<file path="config.mk">
export PLATFORM = sky130hd
export DESIGN_NAME = led_pattern_gen_flat
export DESIGN_NICKNAME = d
export VERILOG_FILES = /design/src/rtl/led_pattern_gen_if.sv /design/src/rtl/led_pattern_gen.sv /design/src/flat_wrapper.sv
export SDC_FILE = /design/constraint.sdc
export NUM_CORES = 1
export LEC_CHECK = 0
export BUFFER_PORTS_ARGS = -buffer_cell sky130_fd_sc_hd__buf_4
export CAP_MARGIN = 25
export CORE_ASPECT_RATIO = 0.7
export CORE_MARGIN = 8
export CORE_UTILIZATION = 35
export DETAILED_ROUTE_END_ITERATION = 10
export PLACE_DENSITY = 0.64
export SKIP_CTS_REPAIR_TIMING = 1
export SLEW_MARGIN = 25
export SYNTH_ARGS = -nofsm -noshare
export SYNTH_HDL_FRONTEND = slang
export SYNTH_SLANG_ARGS = --single-unit
export TNS_END_PERCENT = 100
</file>
<file path="constraint.sdc">
create_clock -name clk -period 2.1 [get_ports clk]
set_input_delay 0.315 -clock clk [delete_from_list [all_inputs] [get_ports clk]]
set_output_delay 0.315 -clock clk [all_outputs]
set_load 0.02 [all_outputs]
</file>
<file path="src/rtl/led_pattern_gen_if.sv">
// led_pattern_gen_if
//   Board-facing signal bundle of the LED pattern engine.
//   sw    : slide switches, N_LEDS bits (asynchronous, quasi-static)
//   up    : raw push button, next mode
//   down  : raw push button, previous mode
//   LED   : registered LED drive, N_LEDS bits
//   mode  : current display mode (0 BINARY, 1 SCAN, 2 MIRROR, 3 BREATHE)
//   tick  : one-cycle pattern step strobe
//   master = board/stimulus side, slave = pattern engine.
interface led_pattern_gen_if #(
  parameter int N_LEDS = 16
);
  logic [N_LEDS-1:0] sw;
  logic              up;
  logic              down;
  logic [N_LEDS-1:0] LED;
  logic [1:0]        mode;
  logic              tick;

  modport master (output sw, up, down, input  LED, mode, tick);
  modport slave  (input  sw, up, down, output LED, mode, tick);
endinterface

</file>
<file path="src/rtl/led_pattern_gen.sv">
// led_pattern_gen
//   Generic N-LED pattern engine: binary counter, bouncing scan, switch
//   mirror and PWM breathing of switch-selected LEDs. The debounced up/down
//   buttons step the mode; every mode change restarts the step divider and
//   clears the pattern state.
//   clk   : system clock
//   reset : synchronous, active-high
//   bus   : led_pattern_gen_if.slave (sw, up, down in; LED, mode, tick out)

// Per-button synchroniser + debouncer. o_press pulses on the edge where the
// debounced level goes 0->1; releases produce nothing.
module led_pattern_gen_debounce #(
  parameter int DEBOUNCE_CYCLES = 1_000_000
)(
  input  logic clk,
  input  logic reset,
  input  logic i_raw,
  output logic o_press
);
  localparam int              CNT_W    = $clog2(DEBOUNCE_CYCLES + 1);
  localparam logic [CNT_W-1:0] CNT_LAST = CNT_W'(DEBOUNCE_CYCLES - 1);

  logic [1:0]       r_sync;
  logic             r_stable;
  logic [CNT_W-1:0] r_cnt;
  logic             w_diff;
  logic             w_accept;

  // The counter only ever counts a continuous run of sync != stable, so a
  // bounce back to the stable level restarts the qualification.
  assign w_diff   = r_sync[1] != r_stable;
  assign w_accept = w_diff && (r_cnt == CNT_LAST);
  assign o_press  = w_accept && r_sync[1];

  always_ff @(posedge clk) begin
    if (reset) begin
      r_sync   <= '0;
      r_stable <= 1'b0;
      r_cnt    <= '0;
    end else begin
      r_sync <= {r_sync[0], i_raw};
      if (!w_diff) begin
        r_cnt <= '0;
      end else if (w_accept) begin
        r_cnt    <= '0;
        r_stable <= r_sync[1];
      end else begin
        r_cnt <= r_cnt + 1'b1;
      end
    end
  end
endmodule

module led_pattern_gen #(
  parameter int N_LEDS          = 16,
  parameter int TICK_DIV        = 10_000_000,
  parameter int DEBOUNCE_CYCLES = 1_000_000,
  parameter int PWM_W           = 4
)(
  input  logic               clk,
  input  logic               reset,
  led_pattern_gen_if.slave   bus
);
  localparam int               DIV_W    = $clog2(TICK_DIV);
  localparam int               POS_W    = $clog2(N_LEDS);
  localparam logic [DIV_W-1:0] DIV_LAST = DIV_W'(TICK_DIV - 1);
  localparam logic [POS_W-1:0] POS_LAST = POS_W'(N_LEDS - 1);
  localparam logic [PWM_W-1:0] DUTY_MAX = '1;

  typedef enum logic [1:0] {
    M_BINARY  = 2'd0,
    M_SCAN    = 2'd1,
    M_MIRROR  = 2'd2,
    M_BREATHE = 2'd3
  } mode_e;

  // State
  mode_e             r_mode;
  logic [DIV_W-1:0]  r_div;
  logic [N_LEDS-1:0] r_step;
  logic [POS_W-1:0]  r_pos;
  logic              r_dir;   // 0 = moving left (pos increasing)
  logic [PWM_W-1:0]  r_duty;
  logic              r_fall;  // 0 = duty rising
  logic [PWM_W-1:0]  r_pwm;
  logic [N_LEDS-1:0] r_led;

  // Next-state
  mode_e             w_mode_nxt;
  logic [DIV_W-1:0]  w_div_nxt;
  logic [N_LEDS-1:0] w_step_nxt;
  logic [POS_W-1:0]  w_pos_nxt;
  logic              w_dir_nxt;
  logic [PWM_W-1:0]  w_duty_nxt;
  logic              w_fall_nxt;
  logic [PWM_W-1:0]  w_pwm_nxt;
  logic [N_LEDS-1:0] w_led_nxt;

  logic [1:0]        w_press;   // [0] up, [1] down
  logic              w_tick;
  logic              w_mode_chg;

  led_pattern_gen_debounce #(
    .DEBOUNCE_CYCLES(DEBOUNCE_CYCLES)
  ) u_btn [1:0] (
    .clk     (clk),
    .reset   (reset),
    .i_raw   ({bus.down, bus.up}),
    .o_press (w_press)
  );

  assign w_tick     = (r_div == DIV_LAST);
  // Simultaneous up and down presses cancel: no step, no clear.
  assign w_mode_chg = w_press[0] ^ w_press[1];

  always_comb begin
    w_mode_nxt = r_mode;
    w_div_nxt  = r_div;
    w_step_nxt = r_step;
    w_pos_nxt  = r_pos;
    w_dir_nxt  = r_dir;
    w_duty_nxt = r_duty;
    w_fall_nxt = r_fall;
    w_pwm_nxt  = r_pwm + 1'b1;
    w_led_nxt  = '0;

    // LED is registered from the current state, so it trails the pattern
    // state by one edge.
    case (r_mode)
      M_BINARY:  w_led_nxt = r_step;
      M_SCAN:    w_led_nxt = N_LEDS'(1) << r_pos;
      M_MIRROR:  w_led_nxt = bus.sw;
      M_BREATHE: w_led_nxt = bus.sw & {N_LEDS{r_pwm < r_duty}};
      default:   w_led_nxt = '0;
    endcase

    if (w_mode_chg) begin
      w_mode_nxt = w_press[0] ? mode_e'(r_mode + 2'd1) : mode_e'(r_mode - 2'd1);
      w_div_nxt  = '0;
      w_step_nxt = '0;
      w_pos_nxt  = '0;
      w_dir_nxt  = 1'b0;
      w_duty_nxt = '0;
      w_fall_nxt = 1'b0;
    end else begin
      w_div_nxt = w_tick ? '0 : r_div + 1'b1;
      if (w_tick) begin
        case (r_mode)
          M_BINARY: w_step_nxt = r_step + 1'b1;
          M_SCAN: begin
            // Turning at an end jumps straight to the neighbour so each end
            // is lit for a single tick.
            if (!r_dir) begin
              if (r_pos == POS_LAST) begin
                w_dir_nxt = 1'b1;
                w_pos_nxt = POS_LAST - 1'b1;
              end else begin
                w_pos_nxt = r_pos + 1'b1;
              end
            end else begin
              if (r_pos == '0) begin
                w_dir_nxt = 1'b0;
                w_pos_nxt = POS_W'(1);
              end else begin
                w_pos_nxt = r_pos - 1'b1;
              end
            end
          end
          M_BREATHE: begin
            if (!r_fall) begin
              if (r_duty == DUTY_MAX) begin
                w_fall_nxt = 1'b1;
                w_duty_nxt = DUTY_MAX - 1'b1;
              end else begin
                w_duty_nxt = r_duty + 1'b1;
              end
            end else begin
              if (r_duty == '0) begin
                w_fall_nxt = 1'b0;
                w_duty_nxt = PWM_W'(1);
              end else begin
                w_duty_nxt = r_duty - 1'b1;
              end
            end
          end
          default: ;
        endcase
      end
    end
  end

  always_ff @(posedge clk) begin
    if (reset) begin
      r_mode <= M_BINARY;
      r_div  <= '0;
      r_step <= '0;
      r_pos  <= '0;
      r_dir  <= 1'b0;
      r_duty <= '0;
      r_fall <= 1'b0;
      r_pwm  <= '0;
      r_led  <= '0;
    end else begin
      r_mode <= w_mode_nxt;
      r_div  <= w_div_nxt;
      r_step <= w_step_nxt;
      r_pos  <= w_pos_nxt;
      r_dir  <= w_dir_nxt;
      r_duty <= w_duty_nxt;
      r_fall <= w_fall_nxt;
      r_pwm  <= w_pwm_nxt;
      r_led  <= w_led_nxt;
    end
  end

  assign bus.LED  = r_led;
  assign bus.mode = r_mode;
  assign bus.tick = w_tick;
endmodule

</file>
<file path="src/flat_wrapper.sv">
// flat-port wrapper written by rule: the top's interface ports become plain ports
module led_pattern_gen_flat 
#(
  parameter int N_LEDS          = 16,
  parameter int TICK_DIV        = 10_000_000,
  parameter int DEBOUNCE_CYCLES = 1_000_000,
  parameter int PWM_W           = 4
)
  (clk, reset, bus_sw, bus_up, bus_down, bus_LED, bus_mode, bus_tick);
  led_pattern_gen_if #(.N_LEDS(N_LEDS)) bus_i ();
  input  logic clk;
  input  logic reset;
  input wire logic [$bits(bus_i.sw)-1:0] bus_sw;
  input wire logic [$bits(bus_i.up)-1:0] bus_up;
  input wire logic [$bits(bus_i.down)-1:0] bus_down;
  output wire logic [$bits(bus_i.LED)-1:0] bus_LED;
  output wire logic [$bits(bus_i.mode)-1:0] bus_mode;
  output wire logic [$bits(bus_i.tick)-1:0] bus_tick;
  assign bus_i.sw = bus_sw;
  assign bus_i.up = bus_up;
  assign bus_i.down = bus_down;
  assign bus_LED = bus_i.LED;
  assign bus_mode = bus_i.mode;
  assign bus_tick = bus_i.tick;
  led_pattern_gen #(.N_LEDS(N_LEDS), .TICK_DIV(TICK_DIV), .DEBOUNCE_CYCLES(DEBOUNCE_CYCLES), .PWM_W(PWM_W)) u_core (.clk(clk), .reset(reset), .bus(bus_i));
endmodule
</file>
==> results.md <==
- CP Buf/Inv Count: 2
- Clk_lat worst skew: 420 ps
- Total die area: 21,500 sq um
- Area Growth Syn to Fin: 32.0%
- Hold Path Class: input port to flop
- CTS tree: built
- Pwr Density: 712 nW/um^2
- Die H: 125 um
- Io pins: 39
- Critical Path, Cell by Cell: or4b_1 > or4_4 > nor4_4 > buf_4 > buf_4
- Area of the multi-input gates: 3500 sq um
- Failing checks: setup timing
- Root Buffer: clkbuf_16
- Tightest Pin Transition: 655 ps
- RSZ-0062 raised after global routing: true
- Antenna Cells: 0
- # clock sinks: 118
- DRT Pass-1 Iters: 5
- Antenna Nets Post-Route: 0
- DRC errors left: 0
- Achievable frequency: 401 MHz
- Status: complete, but fails checks
- Share of flip-flops with an asynchronous set or reset: 0%
- Clock Path Buffers: 2
- Post-synth EDFFs: 0
- Share of cells above drive strength 1: 22.5%
- Top post-synthesis cells by count: 122 x nor2_1, 118 x dfxtp_1, 44 x xnor2_1
- Port buffer count: 38
- LEAKAGE: 2.86 nW
- Largest net degree at the start of global routing: 37
- Drt total wl: 14,200 um
- Sequential cell area: 2360 sq um
- Max IR drop VDD: 0.536 mV
- Max cap viols: 0
- Wire per inst: 13.6 um
- Die Wd: 172 um
- Hold_ws: 114 ps
- Final Slew Violations: 0
- Gr usage total: 13.3%
- Number of hold violations in the final report: 0
- Syn_nets: 752
- Fin area: 7850 sq um
- Slowest cell on crit path: or4b_1
- Critical Path RT: 1780 ps
- Setup ws final: -393 ps
- Vias: 5,130
- H-tree levels: 4
- Top cells by area, synth: dfxtp_1 40%, nor2_1 7.7%, xnor2_1 6.5%, xor2_1 4.9%, ha_1 4.8%
- CP delay by family, top: simple AND/OR/NAND/NOR gates
- Row count: 40
- Initial DRC count: 415
- Fill count: 1,579
- Post-route minimum period: 2490 ps
- Placed cell area: 6940 sq um
- Top cell type's share of synthesized area: 39.7%
- Period utilization: 119%
- Final clock skew: 6.50 ps
- Vias in the first global route: 4,658
- Post-synth top flop: dfxtp_1
- Library cells used by synthesis: 56
- Post-synthesis average cell area: 8.38 sq um
- Sequential area share after synthesis: 39.7%
- CP Max Fanout: 2
- Worst-path clk slew: 50 ps
- Max stage delay on crit path: 510 ps
- Critical Path Start Type: flop
- HPWL Detailed: 9530 um
- Seq cells post-synth: 118
- Gpl congestion: 0.808
- Setup CP Type: flop to output pin
- Vias per cell: 4.90
- Gr ovfl total: 0
- Synth Warn #: 0
- Slew HR: 56.4%
- Most used cell along the critical path: buf_4
- CP arrival: 2180 ps
- Initial Util: 35.1%
- Core area: 16,900 sq um
- Mapped Cells: 709
- Num CTS Buffers: 17
- Finished Core Util: 46.4%
- Setup violators final: 53
- Initial antenna violation count: 0
- Fin nets: 846
- Yosys top cell by area: dfxtp_1
- CP Capture Type: output pin
- Setup TNS: -12,860 ps
- Mapped Area: 5940 sq um
- First-pass GRT wire length: 23,300 um
- Count leader, synth: nor2_1
==> routing by layer <==
| layer | vias to the layer above | track usage, % | wire, um |
|---|---|---|---|
| met5 | - | 0 | 0 |
| met4 | 0 | 3.79 | 127 |
| met3 | 11 | 3.65 | 690 |
| met2 | 88 | 18.0 | 5870 |
| met1 | 2391 | 19.8 | 7520 |
| li1 | 2640 | - | - |
==> state kept, by name, indices dropped and copies added (netlist names) <==
register and cells:
u_core.u_btn.r_cnt 40, u_core.r_div 24, u_core.bus.LED 16, u_core.r_step 16
u_core.r_duty 4, u_core.r_pos 4, u_core.r_pwm 4, u_core.u_btn.r_sync 4
u_core.bus.mode 2, u_core.u_btn.r_stable 2, u_core.r_dir 1, u_core.r_fall 1
==> cells by family (layout without fill, tap and decap cells) <==
logic type / after synthesis / after routing / synth area share [%]
AOI/OAI and AO/OA: 103 / 103 / 10.9
xor gates and xnor gates: 77 / 77 / 11.3
adders and majority gates: 23 / 23 / 4.84
buffers and inverters: 66 / 172 / 4.61
DFF: 118 / 118 / 39.7
muxes: 10 / 10 / 1.94
and+or+nand+nor: 312 / 312 / 26.6
==> where the power goes <==
group / switching (mW) / internal [mW] / leakage (nW)
registers: 0.00963 / 2.25 / 0.953
clock network: 1.05 / 2.12 / 0.308
logic: 0.0713 / 0.0737 / 1.60
==> layout make-up <==
cell class | count | area share [%]
multi-input cells | 525 | 44.6
flip-flops and latches | 118 | 30.1
repair buffers | 105 | 11.6
clock buffers | 18 | 5.60
well taps | 231 | 3.68
clock inverters | 13 | 2.62
inverters | 36 | 1.72
==> through the flow <==
stage,setup slack (ps),cells,power (mW)
finish,-393,1046,5.59
global route,-567,1046,5.76
CTS,-436,1042,5.61
detailed placement,-239,1011,2.43
global placement,-190,1011,2.43
floorplan,-175,709,2.37
==> path summary, 6_finish.rpt <==
path                                  start                   endpoint  slack [ps]  cells past startpoint
setup reg to reg   u_core.u_btn[0].r_cnt[8]            u_core.r_pos[2]        -270                      6
hold reg to reg   u_core.u_btn[1].r_sync[0]  u_core.u_btn[1].r_sync[1]         430                      1
setup / recovery           u_core.r_div[11]                   bus_tick        -390                      5
hold / removal                       bus_up  u_core.u_btn[0].r_sync[0]         110                      2
==> cell usage in the layout (no fill, tap or decap), types with 23 or more instances in the layout <==
cell,netlist,final
ha_1,23,23
nand2_1,38,38
o21ai_0,23,23
inv_1,36,36
nor2_1,122,108
nand3_1,32,32
buf_4,3,95
xnor2_1,44,44
xor2_1,33,33
a21oi_1,41,35
dfxtp_1,118,117
==> worst register-to-register path, cell delays in order (launching register included) <==
cell and delay (ps):
dfxtp_2 310, or4b_4 510, or4_4 590, a311o_2 410
nand3b_4 180, clkbuf_16 210, a21oi_2 40
Note: power is estimated with default switching activity, not from simulation.
